File: src/rtl/fop_pkg.sv
// Shared types and helpers for the FP operator responder: tag entries,
// width helpers and the fixed-priority pick used by the arbiter.
package fop_pkg;

    // Tags are stored at a fixed maximum width so one struct type serves every build.
    localparam int MAX_TAG_W    = 8;
    localparam int MAX_CLIENTS  = 1 << MAX_TAG_W;
    localparam int NCLIENTS_DEF = 4;
    localparam int LATENCY_DEF  = 4;

    function automatic int tag_width(input int nclients);
        return (nclients > 1) ? $clog2(nclients) : 1;
    endfunction

    function automatic int cnt_width(input int latency);
        return $clog2(latency + 2);
    endfunction

    localparam int TAG_W = tag_width(NCLIENTS_DEF);
    localparam int CNT_W = cnt_width(LATENCY_DEF);

    typedef struct packed {
        logic                 valid;
        logic [MAX_TAG_W-1:0] tag;
    } tag_entry_t;

    function automatic logic [MAX_TAG_W-1:0] lowest_set_index(input logic [MAX_CLIENTS-1:0] v);
        logic [MAX_TAG_W-1:0] idx;
        idx = '0;
        for (int i = MAX_CLIENTS - 1; i >= 0; i--) begin
            if (v[i]) idx = MAX_TAG_W'(i);
        end
        return idx;
    endfunction

endpackage

File: src/rtl/fop_tag_pipe.sv
// Ownership pipeline: one tag entry per core pipeline slot plus the output
// slot, all advancing together with the core clock enable.
module fop_tag_pipe
    import fop_pkg::*;
#(
    parameter int LATENCY = 4
) (
    input  logic               clk,
    input  logic               rst_n,
    input  logic               en,
    input  tag_entry_t         in_entry,
    output logic [LATENCY-1:0] stage_valid,
    output tag_entry_t         tail
);

    tag_entry_t [LATENCY:0] stage_q;
    tag_entry_t [LATENCY:0] stage_d;

    // Stage 0 can load unconditionally: it is only ever valid while en is high.
    always_comb begin
        stage_d    = stage_q;
        stage_d[0] = in_entry;
        if (en) begin
            for (int k = 1; k <= LATENCY; k++) stage_d[k] = stage_q[k-1];
        end
    end

    // NOTE: the tag stages are reset even though they act as storage, because a
    // stale valid bit after reset would fire a response for a discarded request.
    always_ff @(posedge clk or negedge rst_n) begin
        if (!rst_n) stage_q <= '0;
        else        stage_q <= stage_d;
    end

    for (genvar k = 0; k < LATENCY; k++) begin : g_valid
        assign stage_valid[k] = stage_q[k].valid;
    end

    assign tail = stage_q[LATENCY];

endmodule

File: src/rtl/fop_responder.sv
// Shares one fixed-latency pipelined FP core among NCLIENTS initiators:
// fixed-priority arbitration, registered core feed, tagged result return.
module fop_responder
    import fop_pkg::*;
#(
    parameter int WIDTH    = 32,
    parameter int NCLIENTS = 4,
    parameter int LATENCY  = 4
) (
    input  logic                          clk,
    input  logic                          rst_n,
    input  logic [NCLIENTS*WIDTH-1:0]     req_x,
    input  logic [NCLIENTS*WIDTH-1:0]     req_y,
    input  logic [NCLIENTS-1:0]           req_ce,
    output logic [WIDTH-1:0]              core_x,
    output logic [WIDTH-1:0]              core_y,
    output logic                          core_ce,
    input  logic [WIDTH-1:0]              core_r,
    output logic [WIDTH-1:0]              resp_r,
    output logic [NCLIENTS-1:0]           resp_valid,
    output logic [$clog2(LATENCY+2)-1:0]  inflight,
    output logic [NCLIENTS-1:0]           collision_err
);

    localparam int OCC_W = cnt_width(LATENCY);

    if (NCLIENTS > MAX_CLIENTS) begin : g_too_many_clients
        $error("fop_responder: NCLIENTS exceeds the tag range");
    end

    logic [WIDTH-1:0]    core_x_q, core_x_d;
    logic [WIDTH-1:0]    core_y_q, core_y_d;
    logic                core_ce_q, core_ce_d;
    logic                last_adv_q, last_adv_d;
    logic [WIDTH-1:0]    resp_r_q, resp_r_d;
    logic [NCLIENTS-1:0] resp_valid_q, resp_valid_d;
    logic [NCLIENTS-1:0] collision_err_q, collision_err_d;
    logic [OCC_W-1:0]    inflight_q, inflight_d;

    logic                 grant_valid;
    logic [MAX_TAG_W-1:0] grant_idx;
    logic                 retire;
    tag_entry_t           in_entry;
    tag_entry_t           tail;
    logic [LATENCY-1:0]   stage_valid;

    fop_tag_pipe #(
        .LATENCY (LATENCY)
    ) u_tag_pipe (
        .clk         (clk),
        .rst_n       (rst_n),
        .en          (core_ce_q),
        .in_entry    (in_entry),
        .stage_valid (stage_valid),
        .tail        (tail)
    );

    // NOTE: every signal written here gets a default at the top of the block,
    // so no path leaves it unassigned and no latch is inferred.
    always_comb begin
        grant_valid    = |req_ce;
        grant_idx      = lowest_set_index(MAX_CLIENTS'(req_ce));
        in_entry.valid = grant_valid;
        in_entry.tag   = grant_idx;

        // req_ce & (req_ce - 1) is every request except the lowest one.
        collision_err_d = collision_err_q | (req_ce & (req_ce - NCLIENTS'(1)));

        core_x_d = core_x_q;
        core_y_d = core_y_q;
        if (grant_valid) begin
            core_x_d = req_x[int'(grant_idx)*WIDTH +: WIDTH];
            core_y_d = req_y[int'(grant_idx)*WIDTH +: WIDTH];
        end

        // Occupancy of stages 0..LATENCY-1 as they will stand after this edge.
        inflight_d = OCC_W'(grant_valid);
        for (int k = 1; k < LATENCY; k++) begin
            inflight_d = inflight_d + OCC_W'(core_ce_q ? stage_valid[k-1] : stage_valid[k]);
        end
        core_ce_d = (inflight_d != '0);

        // The tail only counts once, on the edge right after it advanced into place;
        // after that the core has stalled and the tail merely holds.
        last_adv_d = core_ce_q;
        retire     = tail.valid & last_adv_q;

        resp_r_d = retire ? core_r : resp_r_q;
        for (int i = 0; i < NCLIENTS; i++) begin
            resp_valid_d[i] = retire && (tail.tag == MAX_TAG_W'(i));
        end
    end

    // NOTE: sequential state is written with <= only, so every flop samples the
    // pre-edge values regardless of statement order.
    always_ff @(posedge clk or negedge rst_n) begin
        if (!rst_n) begin
            core_x_q        <= '0;
            core_y_q        <= '0;
            core_ce_q       <= 1'b0;
            last_adv_q      <= 1'b0;
            resp_r_q        <= '0;
            resp_valid_q    <= '0;
            collision_err_q <= '0;
            inflight_q      <= '0;
        end else begin
            core_x_q        <= core_x_d;
            core_y_q        <= core_y_d;
            core_ce_q       <= core_ce_d;
            last_adv_q      <= last_adv_d;
            resp_r_q        <= resp_r_d;
            resp_valid_q    <= resp_valid_d;
            collision_err_q <= collision_err_d;
            inflight_q      <= inflight_d;
        end
    end

    assign core_x        = core_x_q;
    assign core_y        = core_y_q;
    assign core_ce       = core_ce_q;
    assign resp_r        = resp_r_q;
    assign resp_valid    = resp_valid_q;
    assign collision_err = collision_err_q;
    assign inflight      = inflight_q;

endmodule

File: config.mk
export PLATFORM = sky130hd
export DESIGN_NAME = fop_responder
export DESIGN_NICKNAME = d
export VERILOG_FILES = /design/src/rtl/fop_pkg.sv /design/src/rtl/fop_tag_pipe.sv /design/src/rtl/fop_responder.sv
export SDC_FILE = /design/constraint.sdc
export NUM_CORES = 1
export LEC_CHECK = 0
export CORE_AREA = 2 2 155 157
export DETAILED_ROUTE_END_ITERATION = 8
export DIE_AREA = 0 0 157 159
export PLACE_DENSITY = 0.64
export SLEW_MARGIN = 20
export SYNTH_ARGS = -nofsm -noshare
export SYNTH_HDL_FRONTEND = slang
export SYNTH_SLANG_ARGS = --single-unit
File: constraint.sdc
create_clock -name clk -period 3 [get_ports clk]
set_input_delay 0.9 -clock clk [delete_from_list [all_inputs] [get_ports clk]]
set_output_delay 0.9 -clock clk [all_outputs]
set_load 0.01 [all_outputs]
==> flow_metrics.env <==
export IMPL_tightest_slew_ps=798
export IMPL_seqCellArea_um2=3080
export IMPL_slew_headroom_pct=46.8
export IMPL_vias=6176
export IMPL_drt_total_wl_um=24800
export IMPL_port_buffers=400
export IMPL_insertion_delay_ps=410
export IMPL_synth_top_area_share_pct=53.2
export IMPL_clockBufferDepth=2
export IMPL_die_h_um=159
export IMPL_cts_sinks=123
export IMPL_vdd_ir_drop_max_mv=0.302
export IMPL_grt_pass1_wl_um=36200
export IMPL_fin_nets=1252
export IMPL_die_w_um=157
export IMPL_maxCapViolations=0
export IMPL_synth_seq_cells=123
export IMPL_wl_met2_um=12300
export IMPL_ys_warn_count=0
export IMPL_wl_met3_um=2180
export IMPL_power_switching_mw=1.78
export IMPL_synthCells=564
export IMPL_dieArea_um2=25000
export IMPL_cp_endpoint="core_ce"
export IMPL_p_leak_nw=4.12
export IMPL_drc=0
export IMPL_internal_power_mw=4.40
export IMPL_placed_cell_area_um2=10200
export IMPL_drt_pass1_iter_count=4
export IMPL_clock_skew_ps=6.19
export IMPL_postCtsHoldBufs=0
export IMPL_cp_start_kind="input pin"
export IMPL_path_class="input pin to flop"
export IMPL_post_cts_buffers=0
export IMPL_cts_tree="yes"
export IMPL_initial_utilization_pct=24.9
export IMPL_multi_input_area_um2=2460
export IMPL_timing_rr_end="core_ce"
export IMPL_post_cts_resized=0
export IMPL_synth_edf_count=0
export IMPL_clk_pin_slew_ps=60
export IMPL_crit_start="req_ce[1]"
export IMPL_setup_tns_ps=0
export IMPL_crit_path_end_kind="flop"
export IMPL_async_flop_share_pct=100
export IMPL_fin_area_um2=10800
export IMPL_gr_total_overflow=0
export IMPL_synth_ff_type="dfrtp_1"
export IMPL_dp_hpwl_um=18200
export IMPL_gp_congestion=0.820
export IMPL_cts_root_buffer="clkbuf_16"
export IMPL_power_density_nw_per_um2=572
export IMPL_hp_class="input pin to async pin"
export IMPL_topRoutingLayerUsed="met4"
export IMPL_core_um2=23200
export IMPL_arrival_ps=3200
export IMPL_grt_pass1_vias=6334
export IMPL_power_frac_comb_pct=32.4
export IMPL_p_sw_share_pct=28.8
export IMPL_reg2reg_depth=5
export IMPL_grt_max_degree=66
export IMPL_htreeDepth=4
export IMPL_path_max_fanout=2
export IMPL_period_share_pct=97.0
export IMPL_drtAntennaViolNets=0
export IMPL_yosys_area_top_type="dfrtp_1"
export IMPL_viasPerCell=4.79
export IMPL_layout_cells_most_common="clkdlybuf4s50_1"
export IMPL_wl_met1_um=9670
export IMPL_final_hold_violation_count=0
export IMPL_grt_usage_pct=19.1
export IMPL_r2r_start="core_ce"
export IMPL_slew_viol_final=0
export IMPL_wl_per_cell_um=19.3
export IMPL_rows=56
export IMPL_area_delta_synth_final_pct=86.9
export IMPL_clockPowerShare_pct=32.2
export IMPL_fin_util_pct=46.6
export IMPL_layout_common_cells="398 x clkdlybuf4s50_1, 123 x dfrtp_1, 66 x nor2_1, 65 x nand2_1"
export IMPL_rsz0062_at_grt="no"
export IMPL_max_freq_mhz=344
export IMPL_antenna_found_initial=2
export IMPL_pin_count=402
export IMPL_hold_ws_ps=475
export IMPL_synth_yosys_seq_area_share_pct=53.2
export IMPL_status="complete, no violations"
export IMPL_ff2ff_setup_slack_ps=750
export IMPL_synth_nets=861
export IMPL_syn_avg_cell_area_um2=10.2
export IMPL_synth_area_leaders="dfrtp_1 53%, o221ai_1 9.7%, mux2_2 8.8%"
export IMPL_layout_drive_gt1_share_pct=11.2
export IMPL_synth_distinct_cells=30
export IMPL_setup_violations=0
export IMPL_first_iter_violations=293
export IMPL_pwr_share_seq_pct=35.4
export IMPL_required_ps=3290
export IMPL_cts_buffers=17
export IMPL_syn_area_um2=5780
export IMPL_fin_crit_ps=2910
export IMPL_fillers=2237
-- sequential cells by signal (all words and copies together), names as in the netlist --
signal,cells
collision_err,3
core_ce,1
core_x,32
core_y,32
inflight,3
last_adv_q,1
resp_r,32
resp_valid,4
u_tag_pipe.stage_q,8
u_tag_pipe.stage_valid,4
u_tag_pipe.tail,3
-- synthesized netlist by cell type (all sizes together), types with 2 or more instances --
library cell / instances
nor2: 67
nor3b: 2
clkbuf: 22
inv: 2
nor3: 2
dfrtp: 123
nand2: 65
buf: 29
a31oi: 64
mux2: 45
a21o: 2
o221ai: 64
o21ai: 65
nand2b: 2
ha: 2
-- kinds of logic after synthesis --
family          after synthesis  share of synthesized area (%)
compound gates              196                           22.6
mux                          45                           8.77
other cells                   1                         0.0649
buf+inv                      53                           4.59
fa+ha+maj                     3                          0.779
simple gates                143                           9.96
flops                       123                           53.2
-- how the worst min path moves through the flow --
| stage | end | slack (ps) | cells after the start |
|---|---|---|---|
| 2_1_floorplan | u_tag_pipe.stage_q[10] | 450 | 1 |
| 3_3_place_gp | collision_err[1] | 440 | 1 |
| 3_5_place_dp | collision_err[1] | 460 | 1 |
| 4_1_cts | resp_r[27] | 480 | 1 |
| 5_1_grt | collision_err[1] | 490 | 1 |
| 6_report | resp_r[27] | 470 | 1 |
-- power groups by stage --
| stage | clock network (mW) | logic [mW] | registers, mW |
|---|---|---|---|
| global placement | 0 | 2.01 | 2.21 |
| finish | 1.99 | 2.00 | 2.19 |
| floorplan | 0 | 0.616 | 2.35 |
| global route | 2.13 | 2.14 | 2.23 |
| detailed placement | 0 | 2.02 | 2.22 |
| CTS | 2.05 | 2.03 | 2.19 |
-- worst max-delay path, stage by stage --
cell and delay [ps]:
clkdlybuf4s50_1 430, or4_4 540, fa_1 470, ha_1 210, ha_1 280, or3_1 370
-- per-layer routing --
layer | GRT usage, % | vias up
li1 | - | 2897
met1 | 21.3 | 2929
met2 | 33.5 | 313
met3 | 6.04 | 37
met4 | 7.46 | 0
met5 | 0 | -
-- through the flow --
step,std cells,setup slack (ps),power (mW)
after floorplan,564,9.13,2.97
after global placement,1255,-316,4.22
after detailed placement,1255,-353,4.25
after CTS,1287,103,6.28
after global routing,1289,53.6,6.50
final,1289,89.7,6.18
-- area by class of cell --
class	count	share of cell area, %
timing repair buffer	423	39.7
sequential	123	28.5
multi-input combinational	388	22.8
clock buffer	17	3.94
tap	319	3.69
clock inverter	15	1.30
inverter	2	0.0695
antenna	2	0.0463
(Power assumes the default switching activity.)
